File: config.mk
export PLATFORM = sky130hd
export DESIGN_NAME = cell_draw_tx_flat
export DESIGN_NICKNAME = d
export VERILOG_FILES = /design/src/rtl/cell_draw_tx_pkg.sv /design/src/rtl/cell_draw_tx_if.sv /design/src/rtl/cell_draw_tx_lcd8080_byte_tx.sv /design/src/rtl/cell_draw_tx.sv /design/src/flat_wrapper.sv
export SDC_FILE = /design/constraint.sdc
export NUM_CORES = 1
export LEC_CHECK = 0
export BUFFER_PORTS_ARGS = -buffer_cell sky130_fd_sc_hd__clkbuf_2
export CAP_MARGIN = 20
export CORE_MARGIN = 3
export CORE_UTILIZATION = 35
export DETAILED_ROUTE_END_ITERATION = 12
export SLEW_MARGIN = 20
export SYNTH_ARGS = -nofsm -noshare
export SYNTH_HDL_FRONTEND = slang
export SYNTH_SLANG_ARGS = --single-unit
File: constraint.sdc
create_clock -name clk -period 3.13 [get_ports clk]
set_clock_uncertainty 0.2 [all_clocks]
set_input_delay 0.1565 -clock clk [delete_from_list [all_inputs] [get_ports clk]]
set_output_delay 0.1565 -clock clk [all_outputs]
set_load 0.01 [all_outputs]
File: src/rtl/cell_draw_tx_pkg.sv
`default_nettype none
// ============================================================================
// Module  : cell_draw_tx_pkg
// Brief   : Shared types, colours, LCD commands and default geometry.
// Revision: 1.0
// ============================================================================
package cell_draw_tx_pkg;

  localparam int c_GRID_W_DEF  = 16;
  localparam int c_GRID_H_DEF  = 12;
  localparam int c_CELL_PX_DEF = 20;

  typedef enum logic [2:0] {
    OBJ_EMPTY  = 3'd0,
    OBJ_BODY   = 3'd1,
    OBJ_HEAD   = 3'd2,
    OBJ_APPLE  = 3'd3,
    OBJ_BORDER = 3'd4
  } obj_e;

  typedef enum logic [1:0] {
    ST_IDLE = 2'd0,
    ST_HDR  = 2'd1,
    ST_PIX  = 2'd2,
    ST_DONE = 2'd3
  } state_e;

  typedef struct packed {
    logic       dcx;
    logic [7:0] data;
  } lcd_byte_t;

  localparam logic [15:0] c_RGB_EMPTY   = 16'h0000;
  localparam logic [15:0] c_RGB_BODY    = 16'h07E0;
  localparam logic [15:0] c_RGB_HEAD    = 16'h03E0;
  localparam logic [15:0] c_RGB_APPLE   = 16'hF800;
  localparam logic [15:0] c_RGB_BORDER  = 16'h8410;
  localparam logic [15:0] c_RGB_UNKNOWN = 16'hF81F;
  localparam logic [15:0] c_RGB_OUTLINE = 16'h2104;

  localparam logic [7:0] c_CMD_CASET = 8'h2A;
  localparam logic [7:0] c_CMD_PASET = 8'h2B;
  localparam logic [7:0] c_CMD_RAMWR = 8'h2C;

  function automatic logic [15:0] obj_color(input logic [2:0] code);
    case (code)
      OBJ_EMPTY:  return c_RGB_EMPTY;
      OBJ_BODY:   return c_RGB_BODY;
      OBJ_HEAD:   return c_RGB_HEAD;
      OBJ_APPLE:  return c_RGB_APPLE;
      OBJ_BORDER: return c_RGB_BORDER;
      default:    return c_RGB_UNKNOWN;
    endcase
  endfunction

endpackage
`default_nettype wire

File: src/rtl/cell_draw_tx_if.sv
`default_nettype none
// ============================================================================
// Module  : cell_draw_tx_if
// Brief   : Scan-engine change handshake plus 8080 LCD write bus.
// Revision: 1.0
// ============================================================================
interface cell_draw_tx_if;
  logic       diff;
  logic [3:0] x;
  logic [3:0] y;
  logic [2:0] obj_code;
  logic       cmd_done;
  logic       busy;
  logic [7:0] lcd_d;
  logic       lcd_dcx;
  logic       lcd_wrx;
  logic       lcd_csx;

  modport master (
    output diff, x, y, obj_code,
    input  cmd_done, busy, lcd_d, lcd_dcx, lcd_wrx, lcd_csx
  );

  modport slave (
    input  diff, x, y, obj_code,
    output cmd_done, busy, lcd_d, lcd_dcx, lcd_wrx, lcd_csx
  );
endinterface
`default_nettype wire

File: src/rtl/cell_draw_tx_lcd8080_byte_tx.sv
`default_nettype none
// ============================================================================
// Module  : lcd8080_byte_tx
// Brief   : Two-cycle 8080 byte writer: phase A strobes WRX low, phase B high.
// Revision: 1.0
// ============================================================================
module lcd8080_byte_tx
  import cell_draw_tx_pkg::*;
(
  input  wire logic       clk,
  input  wire logic       rst,
  input  wire logic       valid_i,
  input  wire lcd_byte_t  req_i,
  output logic            ready_o,
  output logic [7:0]      lcd_d_o,
  output logic            lcd_dcx_o,
  output logic            lcd_wrx_o
);

  logic       wrx_q;
  logic [7:0] d_q;
  logic       dcx_q;

  // WRX high means phase B (or idle): the next byte may be launched now.
  always_ff @(posedge clk) begin
    if (rst) begin
      wrx_q <= 1'b1;
      d_q   <= 8'h00;
      dcx_q <= 1'b1;
    end else if (!wrx_q) begin
      wrx_q <= 1'b1;
    end else if (valid_i) begin
      wrx_q <= 1'b0;
      d_q   <= req_i.data;
      dcx_q <= req_i.dcx;
    end
  end

  assign ready_o   = wrx_q;
  assign lcd_d_o   = d_q;
  assign lcd_dcx_o = dcx_q;
  assign lcd_wrx_o = wrx_q;

endmodule
`default_nettype wire

File: src/rtl/cell_draw_tx.sv
`default_nettype none
// ============================================================================
// Module  : cell_draw_tx
// Brief   : Paints one grid cell as a CELL_PX square over an 8080 LCD bus.
//           Optional CELL_OUTLINE_EN draws the cell's last row/column as outline.
// Revision: 1.0
// ============================================================================
module cell_draw_tx
  import cell_draw_tx_pkg::*;
#(
  parameter int GRID_W  = c_GRID_W_DEF,
  parameter int GRID_H  = c_GRID_H_DEF,
  parameter int CELL_PX = c_CELL_PX_DEF
) (
  input  wire logic     clk,
  input  wire logic     rst,
  cell_draw_tx_if.slave bus
);

  localparam int PIX_N = CELL_PX * CELL_PX;
  localparam int PIX_W = $clog2(PIX_N);
  localparam int CNT_W = $clog2(CELL_PX);
  localparam logic [PIX_W-1:0] c_PIX_LAST = PIX_W'(PIX_N - 1);
  localparam logic [CNT_W-1:0] c_EDGE     = CNT_W'(CELL_PX - 1);

  state_e           state_q, state_d;
  logic [3:0]       x_q, x_d, y_q, y_d;
  logic [2:0]       obj_q, obj_d;
  logic [3:0]       idx_q, idx_d;
  logic [PIX_W-1:0] pix_q, pix_d;
  logic [CNT_W-1:0] col_q, col_d, row_q, row_d;
  logic             lo_q, lo_d;
  logic             last_q, last_d;

  logic             tx_valid;
  logic             tx_ready;
  lcd_byte_t        tx_req;
  lcd_byte_t        hdr_req;
  logic [15:0]      x0, x1, y0, y1;
  logic [15:0]      pix_color;
  logic             in_range;
  logic [7:0]       lcd_d;
  logic             lcd_dcx;
  logic             lcd_wrx;

  assign x0 = 16'(x_q) * 16'(CELL_PX);
  assign x1 = x0 + 16'(CELL_PX - 1);
  assign y0 = 16'(y_q) * 16'(CELL_PX);
  assign y1 = y0 + 16'(CELL_PX - 1);

  assign in_range = (int'(bus.x) < GRID_W) && (int'(bus.y) < GRID_H);

  // Byte 0 (CASET) is launched from IDLE, so this table starts at index 1.
  always_comb begin
    hdr_req = '{dcx: 1'b0, data: c_CMD_CASET};
    case (idx_q)
      4'd1:    hdr_req = '{dcx: 1'b1, data: x0[15:8]};
      4'd2:    hdr_req = '{dcx: 1'b1, data: x0[7:0]};
      4'd3:    hdr_req = '{dcx: 1'b1, data: x1[15:8]};
      4'd4:    hdr_req = '{dcx: 1'b1, data: x1[7:0]};
      4'd5:    hdr_req = '{dcx: 1'b0, data: c_CMD_PASET};
      4'd6:    hdr_req = '{dcx: 1'b1, data: y0[15:8]};
      4'd7:    hdr_req = '{dcx: 1'b1, data: y0[7:0]};
      4'd8:    hdr_req = '{dcx: 1'b1, data: y1[15:8]};
      4'd9:    hdr_req = '{dcx: 1'b1, data: y1[7:0]};
      4'd10:   hdr_req = '{dcx: 1'b0, data: c_CMD_RAMWR};
      default: hdr_req = '{dcx: 1'b0, data: c_CMD_CASET};
    endcase
  end

  always_comb begin
    pix_color = obj_color(obj_q);
`ifdef CELL_OUTLINE_EN
    if ((obj_q != OBJ_EMPTY) && ((col_q == c_EDGE) || (row_q == c_EDGE))) begin
      pix_color = c_RGB_OUTLINE;
    end
`endif
  end

  always_comb begin
    state_d  = state_q;
    x_d      = x_q;
    y_d      = y_q;
    obj_d    = obj_q;
    idx_d    = idx_q;
    pix_d    = pix_q;
    col_d    = col_q;
    row_d    = row_q;
    lo_d     = lo_q;
    last_d   = last_q;
    tx_valid = 1'b0;
    tx_req   = '{dcx: 1'b1, data: 8'h00};

    case (state_q)
      ST_IDLE: begin
        idx_d  = 4'd1;
        pix_d  = '0;
        col_d  = '0;
        row_d  = '0;
        lo_d   = 1'b0;
        last_d = 1'b0;
        if (bus.diff) begin
          x_d   = bus.x;
          y_d   = bus.y;
          obj_d = bus.obj_code;
          if (in_range) begin
            tx_valid = 1'b1;
            tx_req   = '{dcx: 1'b0, data: c_CMD_CASET};
            state_d  = ST_HDR;
          end else begin
            state_d = ST_DONE;
          end
        end
      end

      ST_HDR: begin
        tx_valid = 1'b1;
        tx_req   = hdr_req;
        if (tx_ready) begin
          idx_d = idx_q + 4'd1;
          if (idx_q == 4'd10) state_d = ST_PIX;
        end
      end

      ST_PIX: begin
        tx_valid = !last_q;
        tx_req   = '{dcx: 1'b1, data: lo_q ? pix_color[7:0] : pix_color[15:8]};
        // Once the final byte is launched, wait for its phase B before DONE.
        if (tx_ready) begin
          if (last_q) begin
            state_d = ST_DONE;
          end else if (lo_q) begin
            lo_d  = 1'b0;
            pix_d = pix_q + PIX_W'(1);
            if (pix_q == c_PIX_LAST) last_d = 1'b1;
            if (col_q == c_EDGE) begin
              col_d = '0;
              row_d = (row_q == c_EDGE) ? '0 : row_q + CNT_W'(1);
            end else begin
              col_d = col_q + CNT_W'(1);
            end
          end else begin
            lo_d = 1'b1;
          end
        end
      end

      ST_DONE: state_d = ST_IDLE;

      default: state_d = ST_IDLE;
    endcase
  end

  always_ff @(posedge clk) begin
    if (rst) begin
      state_q <= ST_IDLE;
      x_q     <= '0;
      y_q     <= '0;
      obj_q   <= '0;
      idx_q   <= '0;
      pix_q   <= '0;
      col_q   <= '0;
      row_q   <= '0;
      lo_q    <= 1'b0;
      last_q  <= 1'b0;
    end else begin
      state_q <= state_d;
      x_q     <= x_d;
      y_q     <= y_d;
      obj_q   <= obj_d;
      idx_q   <= idx_d;
      pix_q   <= pix_d;
      col_q   <= col_d;
      row_q   <= row_d;
      lo_q    <= lo_d;
      last_q  <= last_d;
    end
  end

  lcd8080_byte_tx u_byte_tx (
    .clk       (clk),
    .rst       (rst),
    .valid_i   (tx_valid),
    .req_i     (tx_req),
    .ready_o   (tx_ready),
    .lcd_d_o   (lcd_d),
    .lcd_dcx_o (lcd_dcx),
    .lcd_wrx_o (lcd_wrx)
  );

  assign bus.lcd_d    = lcd_d;
  assign bus.lcd_dcx  = lcd_dcx;
  assign bus.lcd_wrx  = lcd_wrx;
  assign bus.lcd_csx  = !((state_q == ST_HDR) || (state_q == ST_PIX));
  assign bus.cmd_done = (state_q == ST_DONE);
  assign bus.busy     = (state_q != ST_IDLE);

endmodule
`default_nettype wire

File: src/flat_wrapper.sv
// flat-port wrapper written by rule: the top's interface ports become plain ports
module cell_draw_tx_flat import cell_draw_tx_pkg::*;
#(
  parameter int GRID_W  = c_GRID_W_DEF,
  parameter int GRID_H  = c_GRID_H_DEF,
  parameter int CELL_PX = c_CELL_PX_DEF
)
  (clk, rst, bus_diff, bus_x, bus_y, bus_obj_code, bus_cmd_done, bus_busy, bus_lcd_d, bus_lcd_dcx, bus_lcd_wrx, bus_lcd_csx);
  cell_draw_tx_if bus_i ();
  input  wire logic clk;
  input  wire logic rst;
  input wire logic [$bits(bus_i.diff)-1:0] bus_diff;
  input wire logic [$bits(bus_i.x)-1:0] bus_x;
  input wire logic [$bits(bus_i.y)-1:0] bus_y;
  input wire logic [$bits(bus_i.obj_code)-1:0] bus_obj_code;
  output wire logic [$bits(bus_i.cmd_done)-1:0] bus_cmd_done;
  output wire logic [$bits(bus_i.busy)-1:0] bus_busy;
  output wire logic [$bits(bus_i.lcd_d)-1:0] bus_lcd_d;
  output wire logic [$bits(bus_i.lcd_dcx)-1:0] bus_lcd_dcx;
  output wire logic [$bits(bus_i.lcd_wrx)-1:0] bus_lcd_wrx;
  output wire logic [$bits(bus_i.lcd_csx)-1:0] bus_lcd_csx;
  assign bus_i.diff = bus_diff;
  assign bus_i.x = bus_x;
  assign bus_i.y = bus_y;
  assign bus_i.obj_code = bus_obj_code;
  assign bus_cmd_done = bus_i.cmd_done;
  assign bus_busy = bus_i.busy;
  assign bus_lcd_d = bus_i.lcd_d;
  assign bus_lcd_dcx = bus_i.lcd_dcx;
  assign bus_lcd_wrx = bus_i.lcd_wrx;
  assign bus_lcd_csx = bus_i.lcd_csx;
  cell_draw_tx #(.GRID_W(GRID_W), .GRID_H(GRID_H), .CELL_PX(CELL_PX)) u_core (.clk(clk), .rst(rst), .bus(bus_i));
endmodule
==> results by group <==
Synth
  • Top_reg_cell synth: dfxtp_1
  • Area contributors post-synth: dfxtp_1, ha_1, nand2_1
  • Share of synthesized registers carrying an async set or reset: 0
  • Post-synth EDFFs: 0
  • Yosys top cell area share: 0.295
  • Synth area leader: dfxtp_1
  • Top-count cell post-synth: nand2_1
  • Cell area after synthesis: between 2000 and 3000 um2
  • Seq/Total Area, Yosys: 0.295
  • Synth top cells by count: nand2_1, dfxtp_1, nor2_1
  • Netlist cell types: 53
  • FF+latch count, synth: 38
  • Mapped Cells: 338
  • Synthesis warning total: 0
  • Syn_nets: about 370
  • Mapped Avg Cell Area: around 7.6 um2

Pwr
  • Cell Pwr Density: ~760 nW/um2
  • Sw Ratio: 0.411
  • Clk pwr share: 0.232
  • P_leak: roughly 1.2 nW
  • Internal Power: between 1 and 1.5 mW
  • Net switching power: around 940 uW
  • Tot Pwr: between 2 and 2.5 mW
  • Combinational fraction of design power: 0.452
  • Sequential share of power: 0.316
  • Maximum VDD drop: 372 uV

Final layout
  • Util after Layout: 0.430
  • N_diodes: 0
  • # nets final: around 400
  • Area Growth Syn to Fin: 16.4%
  • Layout cell share with drive strength beyond 1: 0.113
  • Fin cells: approximately 460

CTS
  • CTS Buf Count: 5
  • # resized after CTS: 0
  • Clk sinks: 38
  • Clk_lat worst skew: between 0.2 and 0.3 ns
  • Setup bufs post-CTS: 0
  • CTS tree: done
  • Reg clk slew, reported paths: approximately 0.08 ns
  • H-tree levels: 2
  • # hold bufs at CTS: 11
  • Root buf cell: clkbuf_8
  • CTS Buffer Depth: 2

Setup path
  • Crit path DAT: about 2.6 ns
  • WP data required: between 3 and 4 ns
  • Crit path launch type: register
  • Worst path max stage delay: 0.39 ns
  • CP max FO: 4
  • CP Class: register to register
  • Slowest cell on the critical path: dfxtp_1
  • CP Cell Sequence: ha_1 -> ha_1 -> fa_1 -> xor2_1 -> nand3_1 -> xor2_1 -> a311oi_1 -> a211oi_1
  • CP endpoint kind: register

GRT
  • Largest net degree at the start of global routing: 32
  • Gr usage total: 0.160
  • Global route total overflow: 0
  • Initial antenna violation count: 0
  • Global-route wire length before repair: between 10000 and 15000 um
  • Vias in the first global route: between 2000 and 2500

Timing
  • Fmax: 0.383 GHz
  • Slew Viols, Final: 0
  • Total negative setup slack: 0 ns
  • Slew @ Worst Pin: 0.664 ns
  • # setup viols final: 0
  • WHS: approximately 0.13 ns
  • Max-slew headroom: 0.557
  • Unrepaired setup endpoints after global routing: false
  • Crit share post-route: 0.834
  • Endpoints failing hold: 0
  • Minimum clock period: ~2.6 ns

Outcome
  • Status: complete, no violations

Floorplanning
  • Chip height: ~92 um
  • Rows: 30
  • Total die area: around 8400 um2
  • Core box area: 6980 um2
  • Starting density of the core: 0.369
  • I/O pin count: 27
  • Die width: ~90 um

Run
  • Maxcap violations: 0

Detailed routing
  • DR iter-0 viols: roughly 100
  • WL/cell: around 15 um
  • DRC violations left: 0
  • 1st-pass router iterations: 4
  • Post-route ant nets: 0
  • Total wire length: approximately 6700 um
  • Detailed-route via count: between 2000 and 2500
  • DR vias/cell: 5.42

Placement
  • Port buffer count: 26
  • Detailed placement HPWL: around 5000 um
  • Placed insts: 440
  • GP Congestion: between 0.8 and 0.9

Worst hold path
  • Min-delay worst type: primary input to register
==> sequential cells by signal, indices dropped and copies added (netlist names) <==
register / cells
u_core.u_byte_tx.lcd_wrx_o: 1
u_core.x_q: 4
u_core.pix_q: 9
u_core.u_byte_tx.lcd_dcx_o: 1
u_core.idx_q: 4
u_core.obj_q: 3
u_core.last_q: 1
u_core.y_q: 4
u_core.state_q: 2
u_core.lo_q: 1
u_core.u_byte_tx.lcd_d_o: 8
==> power by group through the flow <==
| stage | Clock, mW | Sequential [mW] | Combinational [mW] |
|---|---|---|---|
| after floorplan | 0 | 0.700 | 0.765 |
| after global placement | 0 | 0.723 | 1.02 |
| after detailed placement | 0 | 0.727 | 1.02 |
| after CTS | 0.538 | 0.716 | 1.04 |
| after global routing | 0.558 | 0.735 | 1.16 |
| final | 0.527 | 0.718 | 1.03 |
==> cell usage in the layout, fill, tap and decap left out, types with 4 or more instances in the layout <==
master,count
nand2_1,42
dfxtp_1,38
nor2_1,31
a21oi_1,29
clkbuf_2,26
o21ai_0,20
ha_1,20
inv_1,14
xor2_1,13
nand3_1,12
dlygate4sd3_1,11
nor3_1,9
a211oi_1,7
nand4_1,6
o22ai_1,6
clkbuf_8,6
and3_1,5
nand2b_1,4
nor2b_1,4
a31oi_1,4
==> worst max-delay path: cells and delay by family (launching register included) <==
kind / cells / cell delay, ns
AO/OA/AOI/OAI: 2 / 0.37
XOR/XNOR: 2 / 0.52
flip-flops: 1 / 0.39
AND/OR/NAND/NOR: 1 / 0.15
adder cells (fa/ha/maj): 3 / 0.86
==> routing by layer <==
metal	share of wire	wire length (um)	track usage
met1	0.51	3400	0.232
met2	0.43	2910	0.245
met3	0.051	344	0.0353
met4	0.0089	60	0.0322
met5	0	0	0
==> logic make-up (layout without fill, tap and decap cells) <==
group           count (synthesis)  count (layout)  synth area share
compound gates                 95              95             0.236
simple gates                  127             127             0.231
xor+xnor                       16              16            0.0543
buf+inv                        37              62            0.0597
fa+ha+maj                      22              22             0.113
flops                          38              38             0.295
mux                             3               3            0.0116
==> worst paths after layout <==
| path | from | depth (start not counted) | slack (ns) | endpoint |
|---|---|---|---|---|
| worst max register to register | u_core.y_q[3]$_SDFFE_PP0P_ | 8 | 0.52 | u_core.u_byte_tx.lcd_d_o[0]$_SDFFE_PP0P_ |
| worst min register to register | u_core.pix_q[1]$_SDFFE_PP0P_ | 2 | 0.28 | u_core.pix_q[1]$_SDFFE_PP0P_ |
| worst max-delay path | u_core.y_q[3]$_SDFFE_PP0P_ | 8 | 0.52 | u_core.u_byte_tx.lcd_d_o[0]$_SDFFE_PP0P_ |
| worst min-delay path | bus_diff | 5 | 0.13 | u_core.u_byte_tx.lcd_dcx_o$_SDFFE_PP1P_ |
==> metrics by stage <==
stage	setup slack [ns]	area, um2
6_report	0.521	3000
5_1_grt	0.368	3000
3_5_place_dp	0.534	2750
3_3_place_gp	0.580	2750
4_1_cts	0.523	3000
2_1_floorplan	0.753	2580
==> area by class of cell <==
| class | instances | area, um2 |
|---|---|---|
| inverter | 14 | 52.6 |
| tap | 96 | 120 |
| clock buffer | 6 | 82.6 |
| clock inverter | 2 | 60.1 |
| fill | 739 | 3980 |
| sequential | 38 | 761 |
| multi-input combinational | 263 | 1660 |
| timing repair buffer | 40 | 263 |
No activity file was read; power rests on OpenSTA's default activity.
